$ cat config.mk
export PLATFORM = sky130hd
export DESIGN_NAME = multi_ball_engine_flat
export DESIGN_NICKNAME = d
export VERILOG_FILES = /design/src/rtl/multi_ball_engine_if.sv /design/src/rtl/multi_ball_engine.sv /design/src/flat_wrapper.sv
export SDC_FILE = /design/constraint.sdc
export NUM_CORES = 1
export LEC_CHECK = 0
export BUFFER_PORTS_ARGS = -buffer_cell sky130_fd_sc_hd__buf_2
export CAP_MARGIN = 40
export CORE_MARGIN = 2
export CORE_UTILIZATION = 60
export DETAILED_ROUTE_END_ITERATION = 7
export PLACE_DENSITY = 0.84
export SYNTH_ARGS = -nofsm -noshare
export SYNTH_HDL_FRONTEND = slang
export SYNTH_SLANG_ARGS = --single-unit
$ cat constraint.sdc
create_clock -name clk -period 11.6 [get_ports clk]
set_input_delay 1.16 -clock clk [delete_from_list [all_inputs] [get_ports clk]]
set_output_delay 1.16 -clock clk [all_outputs]
set_load 0.1 [all_outputs]
$ cat src/rtl/multi_ball_engine_if.sv
// Bus between the frame-tick source, multi_ball_engine and vga_display.
// The master drives tick/pause/speeds; the slave (engine) drives positions and status.
interface multi_ball_engine_if #(
   parameter int NUM_BALLS = 4,
   parameter int POS_W     = 10,
   parameter int SPD_W     = 4
);
   logic                       tick;
   logic                       pause;
   logic [NUM_BALLS*SPD_W-1:0] speed_x;
   logic [NUM_BALLS*SPD_W-1:0] speed_y;
   logic [NUM_BALLS*POS_W-1:0] pos_x;
   logic [NUM_BALLS*POS_W-1:0] pos_y;
   logic [NUM_BALLS-1:0]       bounce;
   logic                       busy;
   logic                       update_done;
   logic                       overrun;

   modport master (
      output tick, pause, speed_x, speed_y,
      input  pos_x, pos_y, bounce, busy, update_done, overrun
   );

   modport slave (
      input  tick, pause, speed_x, speed_y,
      output pos_x, pos_y, bounce, busy, update_done, overrun
   );
endinterface

$ cat src/rtl/multi_ball_engine.sv
// Multi-ball position engine: on each frame tick, steps one ball per clock into shadow
// registers, then publishes all positions in a single cycle so the display never tears.
//
// state      | meaning
// -----------+-------------------------------------------------------------
// ST_IDLE    | waiting for a tick (ignored while pause is high)
// ST_UPDATE  | stepping ball idx into the shadow registers, one per cycle
// ST_PUBLISH | shadow copied to published outputs; update_done and bounce valid
module multi_ball_engine #(
   parameter int NUM_BALLS = 4,
   parameter int H_DISP    = 640,
   parameter int V_DISP    = 480,
   parameter int BALL_SIZE = 16,
   parameter int POS_W     = 10,
   parameter int SPD_W     = 4
) (
   input logic clk,
   input logic rst,
   multi_ball_engine_if.slave bus
);
   localparam int XL    = H_DISP - BALL_SIZE;
   localparam int YL    = V_DISP - BALL_SIZE;
   localparam int IDX_W = (NUM_BALLS > 1) ? $clog2(NUM_BALLS) : 1;

   typedef enum logic [1:0] {ST_IDLE, ST_UPDATE, ST_PUBLISH} state_t;

   state_t               state, state_nxt;
   logic [IDX_W-1:0]     idx, idx_nxt;
   logic [POS_W-1:0]     sh_x  [NUM_BALLS];
   logic [POS_W-1:0]     sh_y  [NUM_BALLS];
   logic [POS_W-1:0]     pub_x [NUM_BALLS];
   logic [POS_W-1:0]     pub_y [NUM_BALLS];
   logic [NUM_BALLS-1:0] dir_x, dir_y, bnc;
   logic                 overrun_q;
   logic [POS_W+1:0]     step_x, step_y;
   logic [NUM_BALLS*POS_W-1:0] px_flat, py_flat;

   // Returns {hit, new_dir, new_pos}; dir 1 means moving toward zero.
   function automatic logic [POS_W+1:0] axis_step(input logic [POS_W-1:0] p,
                                                  input logic [SPD_W-1:0] s,
                                                  input logic             d,
                                                  input logic [POS_W-1:0] lim);
      logic [POS_W:0]   n;
      logic [POS_W+1:0] r;
      n = {1'b0, p} + (POS_W+1)'(s);
      r = {1'b0, d, p};
      if (s != '0) begin
         if (!d) begin
            if (n >= {1'b0, lim}) r = {1'b1, 1'b1, lim};
            else                  r = {1'b0, d, n[POS_W-1:0]};
         end else begin
            if ({1'b0, p} <= (POS_W+1)'(s)) r = {1'b1, 1'b0, {POS_W{1'b0}}};
            else                            r = {1'b0, d, p - POS_W'(s)};
         end
      end
      return r;
   endfunction

   always_ff @(posedge clk) begin
      if (rst) begin
         state <= ST_IDLE;
         idx   <= '0;
      end else begin
         state <= state_nxt;
         idx   <= idx_nxt;
      end
   end

   always_comb begin
      state_nxt = state;
      idx_nxt   = idx;
      case (state)
         ST_IDLE: begin
            if (bus.tick && !bus.pause) begin
               state_nxt = ST_UPDATE;
               idx_nxt   = '0;
            end
         end
         ST_UPDATE: begin
            if (idx == IDX_W'(NUM_BALLS - 1)) state_nxt = ST_PUBLISH;
            else                              idx_nxt   = idx + 1'b1;
         end
         ST_PUBLISH: state_nxt = ST_IDLE;
         default:    state_nxt = ST_IDLE;
      endcase
   end

   always_comb begin
      step_x = axis_step(sh_x[idx], bus.speed_x[idx*SPD_W +: SPD_W], dir_x[idx], POS_W'(XL));
      step_y = axis_step(sh_y[idx], bus.speed_y[idx*SPD_W +: SPD_W], dir_y[idx], POS_W'(YL));
   end

   always_ff @(posedge clk) begin
      if (rst) begin
         for (int i = 0; i < NUM_BALLS; i++) begin
            sh_x[i]  <= POS_W'(i * (H_DISP / NUM_BALLS));
            sh_y[i]  <= POS_W'(i * (V_DISP / NUM_BALLS));
            pub_x[i] <= POS_W'(i * (H_DISP / NUM_BALLS));
            pub_y[i] <= POS_W'(i * (V_DISP / NUM_BALLS));
            dir_x[i] <= 1'(i % 2);
            dir_y[i] <= 1'b0;
         end
         bnc       <= '0;
         overrun_q <= 1'b0;
      end else begin
         if (bus.tick && (state != ST_IDLE)) overrun_q <= 1'b1;
         if (state == ST_UPDATE) begin
            sh_x[idx]  <= step_x[POS_W-1:0];
            sh_y[idx]  <= step_y[POS_W-1:0];
            dir_x[idx] <= step_x[POS_W];
            dir_y[idx] <= step_y[POS_W];
            bnc[idx]   <= step_x[POS_W+1] | step_y[POS_W+1];
         end
         if (state == ST_PUBLISH) begin
            for (int i = 0; i < NUM_BALLS; i++) begin
               pub_x[i] <= sh_x[i];
               pub_y[i] <= sh_y[i];
            end
         end
      end
   end

   always_comb begin
      px_flat = '0;
      py_flat = '0;
      for (int i = 0; i < NUM_BALLS; i++) begin
         px_flat[i*POS_W +: POS_W] = pub_x[i];
         py_flat[i*POS_W +: POS_W] = pub_y[i];
      end
   end

   assign bus.pos_x       = px_flat;
   assign bus.pos_y       = py_flat;
   assign bus.busy        = (state != ST_IDLE);
   assign bus.update_done = (state == ST_PUBLISH);
   assign bus.bounce      = (state == ST_PUBLISH) ? bnc : '0;
   assign bus.overrun     = overrun_q;
endmodule

$ cat src/flat_wrapper.sv
// flat-port wrapper written by rule: the top's interface ports become plain ports
module multi_ball_engine_flat 
#(
   parameter int NUM_BALLS = 4,
   parameter int H_DISP    = 640,
   parameter int V_DISP    = 480,
   parameter int BALL_SIZE = 16,
   parameter int POS_W     = 10,
   parameter int SPD_W     = 4
)
  (clk, rst, bus_tick, bus_pause, bus_speed_x, bus_speed_y, bus_pos_x, bus_pos_y, bus_bounce, bus_busy, bus_update_done, bus_overrun);
  multi_ball_engine_if #(.NUM_BALLS(NUM_BALLS), .POS_W(POS_W), .SPD_W(SPD_W)) bus_i ();
  input logic clk;
  input logic rst;
  input wire logic [$bits(bus_i.tick)-1:0] bus_tick;
  input wire logic [$bits(bus_i.pause)-1:0] bus_pause;
  input wire logic [$bits(bus_i.speed_x)-1:0] bus_speed_x;
  input wire logic [$bits(bus_i.speed_y)-1:0] bus_speed_y;
  output wire logic [$bits(bus_i.pos_x)-1:0] bus_pos_x;
  output wire logic [$bits(bus_i.pos_y)-1:0] bus_pos_y;
  output wire logic [$bits(bus_i.bounce)-1:0] bus_bounce;
  output wire logic [$bits(bus_i.busy)-1:0] bus_busy;
  output wire logic [$bits(bus_i.update_done)-1:0] bus_update_done;
  output wire logic [$bits(bus_i.overrun)-1:0] bus_overrun;
  assign bus_i.tick = bus_tick;
  assign bus_i.pause = bus_pause;
  assign bus_i.speed_x = bus_speed_x;
  assign bus_i.speed_y = bus_speed_y;
  assign bus_pos_x = bus_i.pos_x;
  assign bus_pos_y = bus_i.pos_y;
  assign bus_bounce = bus_i.bounce;
  assign bus_busy = bus_i.busy;
  assign bus_update_done = bus_i.update_done;
  assign bus_overrun = bus_i.overrun;
  multi_ball_engine #(.NUM_BALLS(NUM_BALLS), .H_DISP(H_DISP), .V_DISP(V_DISP), .BALL_SIZE(BALL_SIZE), .POS_W(POS_W), .SPD_W(SPD_W)) u_core (.clk(clk), .rst(rst), .bus(bus_i));
endmodule
# Word level (Yosys, flattened, before mapping)
# Memories as Yosys holds them, arrays and structs flattened. A register that Yosys moved wholly into a read port is not among the register bits.
# Cells that the tools add are included.
op_classes:
  order_cmp: 6
  n_shift: 2
  add_sub_neg: 5
  bitwise: 9
  eq_ne: 6
  muxes: 50
  n_reduce_logical: 13
ops:
  columns: ["cell", "n"]
  rows:
  - ["2-to-1 mux 10 bit", 10]
  - ["2-to-1 mux 12 bit", 8]
  - ["indexed part select 16 x 5 -> 4 bit", 2]
  - ["adder 10 x 4 -> 11 bit", 2]
  - ["less-or-equal comparator 10 x 4 -> 1 bit", 2]
  - ["2-to-1 mux 2 bit", 10]
  - ["OR reduction 10 bit", 2]
  - ["subtractor 10 x 4 -> 10 bit", 2]
  - ["2-to-1 mux 1 bit", 13]
  - ["bitwise mux 4 bit", 3]
  - [">= comparator 11 x 10 -> 1 bit, second input constant", 1]
  - [">= comparator 11 x 9 -> 1 bit, second input constant", 1]
  - ["OR 1 bit", 9]
  - ["case mux 2 bit (2 select lines)", 2]
  - ["nonzero test 4 bit", 2]
  - ["binary-select mux 1 bit (select 2 bit)", 2]
  - ["equality test 2 bit, second input constant", 2]
  - ["2-to-1 mux 4 bit", 1]
  - ["inequality test 2 x 1 -> 1 bit, second input constant", 2]
  - ["nonzero test 2 bit", 2]
  - ["logical AND 1 bit", 3]
  - ["< comparator 2 x 3 -> 1 bit, second input constant", 1]
  - ["AND reduction 3 bit", 1]
  - ["adder 2 x 1 -> 2 bit, second input constant", 1]
  - ["other kinds (7)", 7]
totals:
  register_bits: 17
  inputBits: 36
  word_cells: 101
  memories: 4
  out_inout_bits: 87
  ram_bits: 160
mem_list:
  columns: ["memory", "words", "word_bits", "rd", "rd_ports_with_merged_regs", "wr", "line_no", "text"]
  rows:
  - ["u_core.pub_x", 4, 10, 4, 0, 4, "multi_ball_engine.sv:31", "logic [POS_W-1:0] pub_x [NUM_BALLS];"]
  - ["u_core.pub_y", 4, 10, 4, 0, 4, "multi_ball_engine.sv:32", "logic [POS_W-1:0] pub_y [NUM_BALLS];"]
  - ["u_core.sh_x", 4, 10, 5, 1, 4, "multi_ball_engine.sv:29", "logic [POS_W-1:0] sh_x [NUM_BALLS];"]
  - ["u_core.sh_y", 4, 10, 5, 1, 4, "multi_ball_engine.sv:30", "logic [POS_W-1:0] sh_y [NUM_BALLS];"]

# Logic depth before layout (Yosys ltp)
# Gate-level depths: netlist of run 1.
logic_depth:
  depth_word: 8
  mapped_depth: 15
  depth_no_buf: 12

# Worst setup path before layout of run 1
# Ideal clock, no wire load.
synth_path:
  path_type: "in2reg"
  from: "in bus_speed_y[12]"
  to: "mem u_core.sh_y[0][6], data pin"
  path_buffers: 0
  path_stages: 11
  setup_ns: 0.273
  setup_slack_ns: 7.271
  required_ns: 11.327
  arrival_time_ns: 4.056
  path_cell_list: "mux4_2 -> ha_1 -> fa_1 -> nand2b_1 -> a21oi_1 -> or2_2 -> o211a_1 -> o211a_2 -> or3_1 -> a222oi_1 -> nor2_1"
synth_rtl:
  columns: ["item", "line_no", "text"]
  rows:
  - ["start, declared", "flat_wrapper.sv:18", "input wire logic [$bits(bus_i.speed_y)-1:0] bus_speed_y;"]
  - ["end, declared", "multi_ball_engine.sv:30", null]

==> flow_summary.toml, run 1 <==
[run_status]
outcome = "completed"

[layout]
final_cell_mix = "edfxtp_1, buf_2, nor2_1"
final_common_cell = "edfxtp_1"
nFillCells = 956
drive_gt1_frac = 0.246
design_area_um2 = 10500
antenna_cells = 0
area.growth.synth_to_final_pct = 15.7
layout.nets = 925

[yosys]
synthFlopType = "edfxtp_1"
ys_types = 68
synth-edff-count = 160
ys_async_sr_fraction = 0
netlist_area_um2 = 9070
synth_nets = 815
ys_seq_area_frac = 0.571
ys_ff_latch = 179
synthCells = 755
syn_avg_cell_area_um2 = 12.0
yosysWarnings = 0

[floorplan]
core_area_um2 = 14600
fp.dieH_um = 127
io_pins = 123
die_width_um = 127
row_count = 44
initial_core_util = 0.620
design.die.area_um2 = 16100

[cts]
cts_resized = 0
cts_tree = "yes"
clock-sinks = 179
post_cts_buffers = 0
ctsHoldBuffers = 0
htree_num_levels = 4
cts.reportedPaths.clkPinSlew_ns = 0.07
insertion_delay_ns = 0.44
clockBufferDepth = 2
cts_buffers = 17
cts-root-buf = "clkbuf_16"

[power_and_ir_drop]
p_leak_uw = 0.00408
worst_ir_drop_vdd_mv = 0.111
p_total_uw = 1550
p_per_area_nw_per_um2 = 148

[worst_hold_path]
hold_class = "reg2reg"
hold_end = "u_core.bus.overrun"
holdCritStartpoint = "u_core.bus.overrun"
whs_path_depth = 2

[route]
wl_per_cell_um = 20.6
drt-initial-drc-count = 835
vias = 6703
drtAntennaViolNets = 0
wl_um = 21900
viasPerCell = 6.31
drc = 0
dr.pass1.iters = 7

[timing]
hold_violations = 0
rsz0062_at_grt = "no"
fin_crit_ns = 4.34
max_slew_margin = 0.395
max_freq_ghz = 0.231
min_period_over_period = 0.374
slew_violations = 0
worstMarginPinSlew_ns = 0.905
fin_skew_ns = 0.0102
final.setup.tns_ns = 0
worst_slack_ns = 7.26
finalSetupViolations = 0

[global_routing]
antenna_found_initial = 0
grt_pass1_vias = 6388
grt_pass1_wl_um = 34100
grt_util_all_layers = 0.278
grt_overflow = 0
grt_max_degree = 81

[critical_path]
critPathArrivalTime_ns = 4.51
worst_r2r_endpoint = "u_core.sh_y[3][6]"
path_max_fanout = 22
crit_path_start_kind = "flop"
reg2reg_slack_ns = 7.26
rr_worst_depth = 12
worstSetupPathType = "reg2reg"
crit_required_ns = 11.77
worst_setup_path_end_kind = "flop"

[placed_design]
portBuffers = 122
gp_congestion = 0.879
pre_cts_slack_ns = 6.84
post_dp_cell_area_um2 = 9920
dp_hpwl_um = 15000

[flow_run]
drv_cap = 0
worst max-delay path by stage:
stage	cells past startpoint	end	startpoint
after CTS	12	u_core.sh_y[3][6]	flop
after floorplan	11	u_core.sh_y[0][6]	bus_speed_y[12]
after global placement	12	u_core.sh_y[0][6]	bus_speed_y[12]
final	12	u_core.sh_y[3][6]	flop
after global routing	12	u_core.sh_y[1][2]	flop
after detailed placement	12	u_core.sh_y[3][6]	bus_speed_y[12]
critical path, stage by stage (launching register included):
cell	delay [ns]
dfxtp_1	0.31
buf_4	0.39
mux4_2	0.65
ha_1	0.24
fa_1	0.38
nand2b_1	0.13
a21oi_1	0.09
or2_2	0.33
o211a_1	0.24
o211a_2	0.28
or3_1	0.37
a222oi_1	0.54
nand2_1	0.12
layer usage:
layer / GRT usage / vias to the layer above / wire length [µm]
met1: 0.387 / 3154 / 8630
met4: 0.0989 / 0 / 451
met3: 0.0674 / 48 / 2590
met2: 0.436 / 454 / 10200
li1: - / 3047 / -
met5: 0 / - / 0
area by class of cell:
cell class                      instances  area, µm²  share of cell area
Clock buffer                           17        425              0.0405
Sequential cell                       179       5180               0.494
Inverter                               26       97.6             0.00930
Multi-Input combinational cell        504       3610               0.344
Clock inverter                         15        144              0.0137
Timing Repair Buffer                  137        808              0.0770
Tap cell                              184        230              0.0219
per-stage QoR:
stage                     hold slack (ns)  std cells   util
after floorplan                     0.435        755      -
after global placement              0.451       1024  0.669
after detailed placement            0.457       1029  0.678
after CTS                           0.477       1061  0.717
after global routing                0.517       1062  0.717
final                               0.480       1062  0.717
cells in the mapped netlist, drive strengths merged (8+ instances only):
library cell    n  area [µm²]
a21oi          30         150
and2           16         100
and3           62         388
buf             8        65.1
clkbuf         38         143
dfxtp          19         380
edfxtp        160        4800
ha             20         250
inv            25        93.8
mux4           30         676
nand2          57         216
nand2b         27         169
nand3          15        75.1
nor2           71         267
nor2b          13        81.3
nor3           21         110
nor4           10        62.6
o21ai          33         165
flip-flops by register name, summed over array words and instances (netlist names), named ones only:
| name | flops |
|---|---|
| u_core.sh_y | 40 |
| u_core.dir_x | 4 |
| u_core.idx | 2 |
| u_core.bnc | 4 |
| u_core.bus.overrun | 1 |
| u_core.state | 2 |
| u_core.sh_x | 40 |
| u_core.pub_y | 40 |
| u_core.pub_x | 40 |
| u_core.dir_y | 4 |
kinds of logic after synthesis:
logic type | after synthesis | synth area share
adders and majority gates | 24 | 0.0364
xor gates and xnor gates | 9 | 0.00869
buffers and inverters | 72 | 0.0336
muxes | 36 | 0.0815
AOI/OAI and AO/OA | 119 | 0.0877
and+or+nand+nor | 316 | 0.181
DFF | 179 | 0.571
power by group:
part / switching [µW] / leakage, µW / total, µW / internal [µW]
logic: 192 / 0.00212 / 268 / 76.4
registers: 9.51 / 0.00167 / 731 / 721
clock network: 253 / 0.000286 / 555 / 301
total: 454 / 0.00408 / 1550 / 1100
Power figures use the tool's default switching activity.
==> run 2: changes to the inputs <==
--- a/config.mk
+++ b/config.mk
@@ -5,12 +5,13 @@
 export SDC_FILE = /design/constraint.sdc
 export NUM_CORES = 1
 export LEC_CHECK = 0
+export ABC_AREA = 1
 export BUFFER_PORTS_ARGS = -buffer_cell sky130_fd_sc_hd__buf_2
 export CAP_MARGIN = 40
 export CORE_MARGIN = 2
-export CORE_UTILIZATION = 60
+export CORE_UTILIZATION = 59
 export DETAILED_ROUTE_END_ITERATION = 7
-export PLACE_DENSITY = 0.84
+export PLACE_DENSITY = 0.82
 export SYNTH_ARGS = -nofsm -noshare
 export SYNTH_HDL_FRONTEND = slang
 export SYNTH_SLANG_ARGS = --single-unit
==> constraint.sdc (replaced) <==
create_clock -name clk -period 4.34 [get_ports clk]
set_input_delay 0.434 -clock clk [delete_from_list [all_inputs] [get_ports clk]]
set_output_delay 0.434 -clock clk [all_outputs]
set_load 0.1 [all_outputs]
==> run 2 against run 1 <==
  * Clock-buffer cell count rose by 1
  * Clock skew is essentially flat
  * Sequential power grew to 2.7 times the previous value
  * Critical path type unchanged
  * Largest power group unchanged
==> flow_summary.toml, run 2 <==
[yosys]
ys_ff_latch = 179
ys_seq_area_frac = 0.537
syn_avg_cell_area_um2 = 9.05
synth_compound_area_frac = 0.0894
synth_top_family_by_area = "simple AND/OR/NAND/NOR gates"
synth_area_leaders = "edfxtp_1, nand2_1, inv_1"
ys_types = 44
synthCells = 1066
muxShareOfSynthArea = 0
synth_commonest_cells = "nand2_1, edfxtp_1, inv_1, nor2_1, a21oi_1"
synth_top_cell_by_area = "edfxtp_1"
netlist_area_um2 = 9650
synth_nets = 1126
yosysWarnings = 0
synth_xor_area_frac = 0.0172
synth_top_area_frac = 0.498
yosys.area_share.simple = 0.232
ys_async_sr_fraction = 0
synth-edff-count = 160
synth_most_common_cell = "nand2_1"
synth-adder-area-share = 0.0342
synthFlopType = "edfxtp_1"

[floorplan]
design.die.area_um2 = 17400
io_pins = 123
initial_core_util = 0.605
core_area_um2 = 15900
fp.dieH_um = 132
die_width_um = 132
row_count = 46

[route]
wl_um = 23700
drtAntennaViolNets = 0
viasPerCell = 5.44
dr.pass1.iters = 6
wl_per_cell_um = 16.7
drc = 0
vias = 7718
drt-initial-drc-count = 922

[placed_design]
gp_congestion = 0.940
pre_cts_slack_ns = 0.555
dp_hpwl_um = 16700
portBuffers = 122

[global_routing]
grt_pass1_vias = 7148
antenna_found_initial = 1
grt_max_degree = 63
grt_overflow = 0
grt_util_all_layers = 0.274
grt_pass1_wl_um = 37000

[power_and_ir_drop]
p_leak_uw = 0.00482
seq_power_share = 0.405
clkPwrFrac = 0.310
p_switching_uw = 1730
internal_power_uw = 3130
p_per_area_nw_per_um2 = 438
comb_power_share = 0.285
worst_ir_drop_vdd_mv = 0.288
swShare = 0.356

[cts]
ctsHoldBuffers = 0
cts_tree = "yes"
cts_buffers = 17
clock-sinks = 179
post_cts_buffers = 0
cts.reportedPaths.clkPinSlew_ns = 0.07
insertion_delay_ns = 0.44
cts_resized = 0
cts-root-buf = "clkbuf_16"
clockBufferDepth = 2
htree_num_levels = 4

[timing]
max_freq_ghz = 0.258
hold_violations = 0
max_slew_margin = 0.442
worstMarginPinSlew_ns = 0.837
fin_skew_ns = 0.0104
fin_crit_ns = 3.88
final.setup.tns_ns = 0
slew_violations = 0
worst_slack_ns = 0.458
min_period_over_period = 0.894
rsz0062_at_grt = "no"
finalSetupViolations = 0

[flow_run]
drv_cap = 0

[critical_path]
crit_family = "compound AO/OA/AOI/OAI gates"
path_max_fanout = 24
worstSetupPathType = "reg2reg"
path_buf_inv = 3
worst_setup_path_end_kind = "flop"
crit_required_ns = 4.52
crit_path_start_kind = "flop"
worst_path_max_delay_cell = "inv_1"
critPathArrivalTime_ns = 4.06
crit_chain = "inv_1 > a21oi_1 > a32oi_1 > inv_1 > ha_1 > inv_1 > o21bai_1 > a21oi_1 > nor2_1 > nor3_1 > nand3_1 > a31oi_1 > nand2_1 > nand2_1 > a21oi_1"
cp_slowest_stage_delay_ns = 0.61

[layout]
nFillCells = 1242
final_cell_mix = "nand2_1, edfxtp_1, inv_1"
antenna_cells = 0
final_common_cell = "nand2_1"
layout.nets = 1251
drive_gt1_frac = 0.230
area.growth.synth_to_final_pct = 14.8
register_area_um2 = 5190
multi_input_area_um2 = 3620

[run_status]
outcome = "completed"

[worst_hold_path]
hold_class = "in2reg"
run 2: path summary, 6_finish.rpt:
path | start | end | slack (ns) | cells after the start
hold / removal | bus_tick | u_core.bus.overrun | 0.24 | 3
setup reg to reg | u_core.idx[1] | u_core.sh_x[2][7] | 0.46 | 15
setup / recovery | u_core.idx[1] | u_core.sh_x[2][7] | 0.46 | 15
hold reg to reg | u_core.dir_x[3] | u_core.dir_x[3] | 0.48 | 2
run 2: metal layers:
layer	track usage	up-vias	part of all wire
li1	-	3705	-
met1	0.390	3453	0.42
met2	0.406	506	0.43
met3	0.0657	54	0.12
met4	0.112	0	0.030
met5	0	-	0
run 2: logic make-up after synthesis:
kind of cell / after synthesis
adders and majority gates: 24
and+or+nand+nor: 502
xor gates and xnor gates: 19
buffers and inverters: 203
AOI/OAI and AO/OA: 139
DFF: 179
run 2: area by class of cell:
cell class              instances  area share
multi-input cells             684       0.327
well taps                     216      0.0244
inverters                     165      0.0563
clock inverters                14      0.0134
repair buffers                144      0.0723
clock buffers                  18      0.0387
flip-flops and latches        179       0.468
run 2: metrics by stage:
| step | hold slack [ns] | utilization | cell area [µm²] | cells | total power (µW) |
|---|---|---|---|---|---|
| after floorplan | 0.449 | - | 9650 | 1066 | 3050 |
| after global placement | 0.452 | 0.658 | 10500 | 1387 | 3330 |
| after detailed placement | 0.465 | 0.659 | 10500 | 1388 | 3350 |
| after CTS | 0.234 | 0.695 | 11100 | 1420 | 4830 |
| after global routing | 0.262 | 0.695 | 11100 | 1420 | 5050 |
| final | 0.240 | 0.695 | 11100 | 1420 | 4860 |
run 2: power groups by stage:
stage          Sequential [µW]  Clock (µW)  Combinational [µW]
2_1_floorplan             2150           0                 897
3_3_place_gp              2000           0                1330
3_5_place_dp              2010           0                1340
4_1_cts                   1970        1510                1350
5_1_grt                   1980        1580                1490
6_report                  1970        1510                1380
run 2: tightest hold or removal path: stages:
cell	delay, ns
buf_2	0.08
a21oi_1	0.06
nor2_1	0.07
